File: src/rtl/output_sram_writer_pkg.sv
// rtl/output_sram_writer_pkg.sv - shared types and constants for the output SRAM writer
package output_sram_writer_pkg;

    localparam int NUM_BANKS   = 4;
    localparam int FV_size     = 8;
    localparam int MAX_FV_num  = 16;
    localparam int Max_Node_id = 256;

    localparam int WORD_W         = 2 * FV_size;
    localparam int WORDS_PER_NODE = MAX_FV_num / 2;
    localparam int NID_W          = $clog2(Max_Node_id);
    localparam int ADDR_W         = $clog2(Max_Node_id * WORDS_PER_NODE);
    localparam int BANK_W         = $clog2(NUM_BANKS);
    localparam int WCNT_W         = $clog2(WORDS_PER_NODE + 1);

    typedef struct packed {
        logic              req;
        logic              Grant_valid;
        logic              sos;
        logic              eos;
        logic [WORD_W-1:0] data;
        logic [NID_W-1:0]  Node_id;
    } Bank_Req2Req_Output_SRAM;

    typedef enum logic [1:0] {
        IDLE,
        GRANT,
        STREAM
    } writer_state_e;

    function automatic logic [ADDR_W-1:0] node_addr(input logic [NID_W-1:0] nid,
                                                   input logic [WCNT_W-1:0] cnt);
        return ADDR_W'(nid) * ADDR_W'(WORDS_PER_NODE) + ADDR_W'(cnt);
    endfunction

endpackage

File: src/rtl/output_sram_writer_if.sv
// rtl/output_sram_writer_if.sv - bank request/stream inputs and SRAM write/status outputs
interface output_sram_writer_if;
    import output_sram_writer_pkg::*;

    Bank_Req2Req_Output_SRAM [NUM_BANKS-1:0] bank_pkt;
    logic [NUM_BANKS-1:0] req_grant;
    logic                 sram_wen;
    logic [ADDR_W-1:0]    sram_addr;
    logic [WORD_W-1:0]    sram_wdata;
    logic                 node_done;
    logic [NID_W-1:0]     done_node_id;
    logic                 busy;
    logic                 overflow;

    modport master (
        output bank_pkt,
        input  req_grant, sram_wen, sram_addr, sram_wdata,
        input  node_done, done_node_id, busy, overflow
    );

    modport slave (
        input  bank_pkt,
        output req_grant, sram_wen, sram_addr, sram_wdata,
        output node_done, done_node_id, busy, overflow
    );

endinterface

File: src/rtl/output_sram_writer_rr_arbiter.sv
// rtl/output_sram_writer_rr_arbiter.sv - combinational round-robin pick starting at ptr_i
module output_sram_writer_rr_arbiter
    import output_sram_writer_pkg::*;
(
    input  logic [NUM_BANKS-1:0] req_i,
    input  logic [BANK_W-1:0]    ptr_i,
    output logic [NUM_BANKS-1:0] grant_o,
    output logic [BANK_W-1:0]    idx_o,
    output logic                 valid_o
);

    logic [BANK_W:0] cand;

    always_comb begin
        grant_o = '0;
        idx_o   = '0;
        valid_o = 1'b0;
        cand    = '0;
        for (int k = 0; k < NUM_BANKS; k++) begin
            cand = {1'b0, ptr_i} + (BANK_W+1)'(k);
            if (cand >= (BANK_W+1)'(NUM_BANKS)) begin
                cand = cand - (BANK_W+1)'(NUM_BANKS);
            end
            if (!valid_o && req_i[cand[BANK_W-1:0]]) begin
                valid_o                   = 1'b1;
                idx_o                     = cand[BANK_W-1:0];
                grant_o[cand[BANK_W-1:0]] = 1'b1;
            end
        end
    end

endmodule

File: src/rtl/output_sram_writer.sv
// rtl/output_sram_writer.sv - arbitrates accumulation banks and writes node vectors to the output SRAM
module output_sram_writer
    import output_sram_writer_pkg::*;
(
    input  logic clk,
    input  logic reset,
    output_sram_writer_if.slave wr_if
);

    writer_state_e        state_q;
    logic [BANK_W-1:0]    winner_q, rr_ptr_q;
    logic [WCNT_W-1:0]    word_cnt_q;
    logic [NID_W-1:0]     node_id_q, pend_id_q, done_id_q;
    logic [NUM_BANKS-1:0] req_grant_q;
    logic                 wen_q, done_pend_q, node_done_q, busy_q, overflow_q;
    logic [ADDR_W-1:0]    addr_q;
    logic [WORD_W-1:0]    wdata_q;

    logic [NUM_BANKS-1:0] req_vec, arb_grant;
    logic [BANK_W-1:0]    arb_idx, next_ptr;
    logic                 arb_valid;

    always_comb begin
        req_vec = '0;
        for (int i = 0; i < NUM_BANKS; i++) begin
            req_vec[i] = wr_if.bank_pkt[i].req;
        end
    end

    output_sram_writer_rr_arbiter u_arb (
        .req_i   (req_vec),
        .ptr_i   (rr_ptr_q),
        .grant_o (arb_grant),
        .idx_o   (arb_idx),
        .valid_o (arb_valid)
    );

    // Only the registered winner's lanes are ever looked at, so stray beats never reach the datapath.
    logic              beat_gv, beat_sos, beat_eos, room;
    logic [WORD_W-1:0] beat_data;
    logic [NID_W-1:0]  beat_nid, eff_nid;
    logic [WCNT_W-1:0] eff_cnt;

    assign beat_gv   = wr_if.bank_pkt[winner_q].Grant_valid;
    assign beat_sos  = wr_if.bank_pkt[winner_q].sos;
    assign beat_eos  = wr_if.bank_pkt[winner_q].eos;
    assign beat_data = wr_if.bank_pkt[winner_q].data;
    assign beat_nid  = wr_if.bank_pkt[winner_q].Node_id;
    assign eff_cnt   = beat_sos ? '0 : word_cnt_q;
    assign eff_nid   = beat_sos ? beat_nid : node_id_q;
    assign room      = eff_cnt < WCNT_W'(WORDS_PER_NODE);
    assign next_ptr  = (winner_q == BANK_W'(NUM_BANKS - 1)) ? '0 : winner_q + BANK_W'(1);

    always_ff @(posedge clk or negedge reset) begin
        if (!reset) begin
            state_q     <= IDLE;
            winner_q    <= '0;
            rr_ptr_q    <= '0;
            word_cnt_q  <= '0;
            node_id_q   <= '0;
            pend_id_q   <= '0;
            done_id_q   <= '0;
            req_grant_q <= '0;
            wen_q       <= 1'b0;
            addr_q      <= '0;
            wdata_q     <= '0;
            done_pend_q <= 1'b0;
            node_done_q <= 1'b0;
            busy_q      <= 1'b0;
            overflow_q  <= 1'b0;
        end else begin
            req_grant_q <= '0;
            wen_q       <= 1'b0;
            done_pend_q <= 1'b0;
            node_done_q <= done_pend_q;
            if (done_pend_q) begin
                done_id_q <= pend_id_q;
            end
            case (state_q)
                IDLE: begin
                    if (arb_valid) begin
                        winner_q    <= arb_idx;
                        req_grant_q <= arb_grant;
                        state_q     <= GRANT;
                        busy_q      <= 1'b1;
                    end
                end
                // The first beat arrives alongside req_grant, so GRANT captures exactly like STREAM.
                GRANT, STREAM: begin
                    state_q <= STREAM;
                    if (beat_gv) begin
                        node_id_q <= eff_nid;
                        if (room) begin
                            wen_q      <= 1'b1;
                            addr_q     <= node_addr(eff_nid, eff_cnt);
                            wdata_q    <= beat_data;
                            word_cnt_q <= eff_cnt + WCNT_W'(1);
                        end else begin
                            overflow_q <= 1'b1;
                            word_cnt_q <= eff_cnt;
                        end
                        if (beat_eos) begin
                            done_pend_q <= 1'b1;
                            pend_id_q   <= eff_nid;
                            word_cnt_q  <= '0;
                            rr_ptr_q    <= next_ptr;
                            state_q     <= IDLE;
                            busy_q      <= 1'b0;
                        end
                    end
                end
                default: state_q <= IDLE;
            endcase
        end
    end

    assign wr_if.req_grant    = req_grant_q;
    assign wr_if.sram_wen     = wen_q;
    assign wr_if.sram_addr    = addr_q;
    assign wr_if.sram_wdata   = wdata_q;
    assign wr_if.node_done    = node_done_q;
    assign wr_if.done_node_id = done_id_q;
    assign wr_if.busy         = busy_q;
    assign wr_if.overflow     = overflow_q;

endmodule
File: src/flat_wrapper.sv
// flat-port wrapper written by rule: the top's interface ports become plain ports
module output_sram_writer_flat import output_sram_writer_pkg::*;
  (clk, reset, wr_if_bank_pkt, wr_if_req_grant, wr_if_sram_wen, wr_if_sram_addr, wr_if_sram_wdata, wr_if_node_done, wr_if_done_node_id, wr_if_busy, wr_if_overflow);
  output_sram_writer_if wr_if_i ();
  input  logic clk;
  input  logic reset;
  input wire logic [$bits(wr_if_i.bank_pkt)-1:0] wr_if_bank_pkt;
  output wire logic [$bits(wr_if_i.req_grant)-1:0] wr_if_req_grant;
  output wire logic [$bits(wr_if_i.sram_wen)-1:0] wr_if_sram_wen;
  output wire logic [$bits(wr_if_i.sram_addr)-1:0] wr_if_sram_addr;
  output wire logic [$bits(wr_if_i.sram_wdata)-1:0] wr_if_sram_wdata;
  output wire logic [$bits(wr_if_i.node_done)-1:0] wr_if_node_done;
  output wire logic [$bits(wr_if_i.done_node_id)-1:0] wr_if_done_node_id;
  output wire logic [$bits(wr_if_i.busy)-1:0] wr_if_busy;
  output wire logic [$bits(wr_if_i.overflow)-1:0] wr_if_overflow;
  assign wr_if_i.bank_pkt = wr_if_bank_pkt;
  assign wr_if_req_grant = wr_if_i.req_grant;
  assign wr_if_sram_wen = wr_if_i.sram_wen;
  assign wr_if_sram_addr = wr_if_i.sram_addr;
  assign wr_if_sram_wdata = wr_if_i.sram_wdata;
  assign wr_if_node_done = wr_if_i.node_done;
  assign wr_if_done_node_id = wr_if_i.done_node_id;
  assign wr_if_busy = wr_if_i.busy;
  assign wr_if_overflow = wr_if_i.overflow;
  output_sram_writer u_core (.clk(clk), .reset(reset), .wr_if(wr_if_i));
endmodule
File: config.mk
export PLATFORM = sky130hd
export DESIGN_NAME = output_sram_writer_flat
export DESIGN_NICKNAME = d
export VERILOG_FILES = /design/src/rtl/output_sram_writer_pkg.sv /design/src/rtl/output_sram_writer_if.sv /design/src/rtl/output_sram_writer_rr_arbiter.sv /design/src/rtl/output_sram_writer.sv /design/src/flat_wrapper.sv
export SDC_FILE = /design/constraint.sdc
export NUM_CORES = 1
export LEC_CHECK = 0
export CAP_MARGIN = 20
export CORE_MARGIN = 8
export CORE_UTILIZATION = 40
export DETAILED_ROUTE_END_ITERATION = 10
export PLACE_DENSITY = 0.78
export SLEW_MARGIN = 5
export SYNTH_ARGS = -nofsm -noshare
export SYNTH_HDL_FRONTEND = slang
export SYNTH_HIERARCHICAL = 1
export SYNTH_SLANG_ARGS = --single-unit
File: constraint.sdc
create_clock -name clk -period 2.8 [get_ports clk]
set_clock_uncertainty 0.2 [all_clocks]
set_input_delay 0.56 -clock clk [delete_from_list [all_inputs] [get_ports clk]]
set_output_delay 0.56 -clock clk [all_outputs]
set_load 0.02 [all_outputs]
==> results.yml <==
global_routing:
  grt_pass1_wl_um: 18490
  grt_pass1_vias: 3655
  antenna_found_initial: 0
  grt_max_degree: 71
  grt-ovfl-total: 0
  grt_usage_pct: 17.89
finish:
  regArea_um2: 1753
  layout_commonest_cell: "clkdlybuf4s50_1"
  drive_above_1_share_pct: 25.30
  multiInputGateArea_um2: 2125
  n_antenna_cell: 0
  synthToLayoutAreaGrowth_pct: 55.15
  fin_nets: 623
  fillers: 750
  layout_common_cells: "154 x clkdlybuf4s50_1, 69 x dfrtp_1, 40 x nand2_1, 32 x mux2_2, 29 x mux4_2"
floorplanning:
  initial_core_util_pct: 40.99
  die_y_um: 115.6
  die_w_um: 115.6
  core_um2: 9684
  die_area_um2: 13370
  top_level_ports: 157
  core.rowCount: 36
place:
  pre_cts_ws_ns: -0.3520
  io_buffers: 156
  gp_congestion: 0.7924
  hpwl_um: 9239
sta:
  layout_worst_path_cycle_share_pct: 97.93
  finalWorstSetupSlack_ns: 0.05797
  final.setup.tns_ns: 0
  setup-violations-final: 0
  finalCriticalPeriod_ns: 2.742
  relSlewSlack_pct: 62.65
  worst_pin_slew_ns: 0.5446
  finalMaxSlewViolations: 0
  whs_ns: 0.03434
  hold_viol_final: 0
  clock.fmax_mhz: 364.7
drt:
  dr.first_iter.drc_count: 120
  drt-total-wl_um: 11600
  wl_per_cell_um: 18.27
  drtAntennaViolNets: 0
  routed-via-count: 3318
  drtPass1Iterations: 5
  vias_per_cell: 5.225
  drc: 0
logic_synthesis:
  ys_warn_count: 6
  async_flop_share_pct: 100.0
  ys.flop_type: "dfrtp_1"
  yosysTopAreaCellShare_pct: 44.12
  synth_largest_area_cell: "dfrtp_1"
  synthCells: 315
  ys_types: 45
  synthesis.area_um2: 3970
  ys_ff_latch: 70
  synth_area_leaders: "dfrtp_1 44%, mux4_2 16%, mux2_2 9.4%"
  synth_edf_count: 0
  syn_nets: 440
  ys_seq_area_share_pct: 44.12
  avgSynthCellArea_um2: 12.60
cts:
  h-tree-depth: 3
  cts_root_buf: "clkbuf_8"
  cts_inserted_buffers: 9
  cts_tree: "done"
  cts_buffer_depth: 2
  ctsHoldBuffers: 0
  clk_latency_ns: 0.34
  cts_sinks: 70
  clk_pin_slew_ns: 0.08
critical_path:
  path_max_fanout: 6
  crit_arrival_ns: 2.78
  cpMostUsedCell: "ha_4"
  worstReg2RegStart: "u_core/winner_q[0]"
  cpPeakStageDelay_ns: 0.57
  crit_chain: "clkdlybuf4s50_1 -> mux4_2 -> nand2b_4 -> inv_4 -> ha_4 -> ha_4 -> nand3b_1 -> o31a_1 -> o31ai_2"
  reg2reg_depth: 8
  endpoint_kind: "flop"
  crit_end: "u_core/wr_if.sram_addr[9]"
  regToRegEndpoint: "u_core/wr_if.sram_addr[9]"
  worst_path_max_delay_cell: "mux4_2"
  required_ns: 2.84
  ff2ff_setup_slack_ns: 0.17
  startpoint_type: "primary input"
  worstSetupStartpoint: "wr_if_bank_pkt[53]"
  path_class: "in -> reg"
min_path:
  worstHoldPathType: "in -> async"
run_status:
  status: "finished, final reports clean"
power:
  ir_worst_vdd_mv: 0.4897
  p_leak_nw: 2.587
  powerDensity_nw_per_um2: 1101
run:
  max-cap-violations: 0
==> per-stage QoR <==
stage               power [mW]  area, um^2  std cells  util (%)
floorplan                4.295        3973        315         -
finish                   6.784        6160        635     63.60
global placement         5.704        5858        619     60.49
global route             7.252        6160        635     63.60
CTS                      6.762        6085        634     62.83
detailed placement       5.823        5858        619     60.49
==> registers in the layout (all words and copies together), names as in the netlist <==
register / flops
u_core/state_q: 2
u_core/pend_id_q: 8
u_core/wr_if.sram_wen: 1
u_core/rr_ptr_q: 2
u_core/wr_if.sram_wdata: 16
u_core/wr_if.busy: 1
u_core/wr_if.node_done: 1
u_core/word_cnt_q: 4
u_core/wr_if.req_grant: 4
u_core/done_pend_q: 1
u_core/winner_q: 2
u_core/wr_if.done_node_id: 8
u_core/wr_if.overflow: 1
u_core/node_id_q: 8
u_core/wr_if.sram_addr: 11
==> routing by layer <==
layer | GRT usage, % | up-vias | wire [um]
met1 | 19.20 | 1635 | 4358
met5 | 0 | - | 0
li1 | - | 1542 | -
met3 | 6.670 | 16 | 937
met4 | 5.532 | 0 | 214
met2 | 31.98 | 125 | 6091
==> cell usage after synthesis (2+ instances only) <==
| master | count |
|---|---|
| xnor2_1 | 2 |
| o31a_1 | 2 |
| mux2_2 | 33 |
| clkbuf_1 | 5 |
| and3_1 | 4 |
| inv_1 | 9 |
| dfrtp_1 | 70 |
| ha_1 | 11 |
| and2_1 | 3 |
| mux2i_2 | 2 |
| o21ai_0 | 28 |
| mux2i_1 | 7 |
| mux4_2 | 29 |
| nand2b_1 | 6 |
| nor4_1 | 3 |
| nor2b_1 | 4 |
| a22oi_1 | 8 |
| nand2_1 | 40 |
| nand4b_1 | 2 |
| mux4_1 | 2 |
| buf_2 | 6 |
| nor2_1 | 7 |
| o31ai_1 | 5 |
| buf_4 | 3 |
| buf_6 | 3 |
| o21a_1 | 2 |
==> worst min path at each step <==
stage                                    to
2_1_floorplan            u_core/done_pend_q
4_1_cts        u_core/wr_if.done_node_id[7]
5_1_grt        u_core/wr_if.done_node_id[7]
3_5_place_dp      u_core/wr_if.sram_addr[4]
6_report       u_core/wr_if.done_node_id[7]
3_3_place_gp            u_core/node_id_q[0]
==> repair_timing <==
action	CTS	global route
resized for setup	1	16
setup endpoints to repair	1	3
buffers inserted	0	1
pin swaps	0	5
==> critical path, delay by kind of cell <==
family                   cells  cell delay (ns)
AND/OR/NAND/NOR              2             0.32
adder cells (fa/ha/maj)      2             0.28
multiplexers                 1             0.57
AO/OA/AOI/OAI                2             0.57
buffers and inverters        2             0.47
==> report_power, final <==
group	switching, mW	internal [mW]
combinational	1.97	2.15
clock	0.378	0.522
sequential	0.276	1.48
total	2.63	4.16
==> layout make-up <==
| type | count | area share, % |
|---|---|---|
| timing repair buffer | 190 | 30.10 |
| clock buffer | 10 | 2.234 |
| tap | 133 | 2.702 |
| multi-input combinational | 217 | 34.49 |
| inverter | 10 | 0.6500 |
| sequential | 70 | 28.46 |
| clock inverter | 5 | 1.361 |
==> logic make-up (layout without fill, tap and decap cells) <==
family | Yosys count | after routing | share of synthesized area, %
AO/OA/AOI/OAI | 54 | 54 | 8.699
XOR/XNOR | 3 | 3 | 0.6620
adder cells (fa/ha/maj) | 11 | 11 | 3.467
buffers and inverters | 28 | 215 | 3.687
flip-flops | 70 | 70 | 44.12
multiplexers | 73 | 73 | 29.59
AND/OR/NAND/NOR | 76 | 76 | 9.770
No activity file was read; power rests on OpenSTA's default activity.
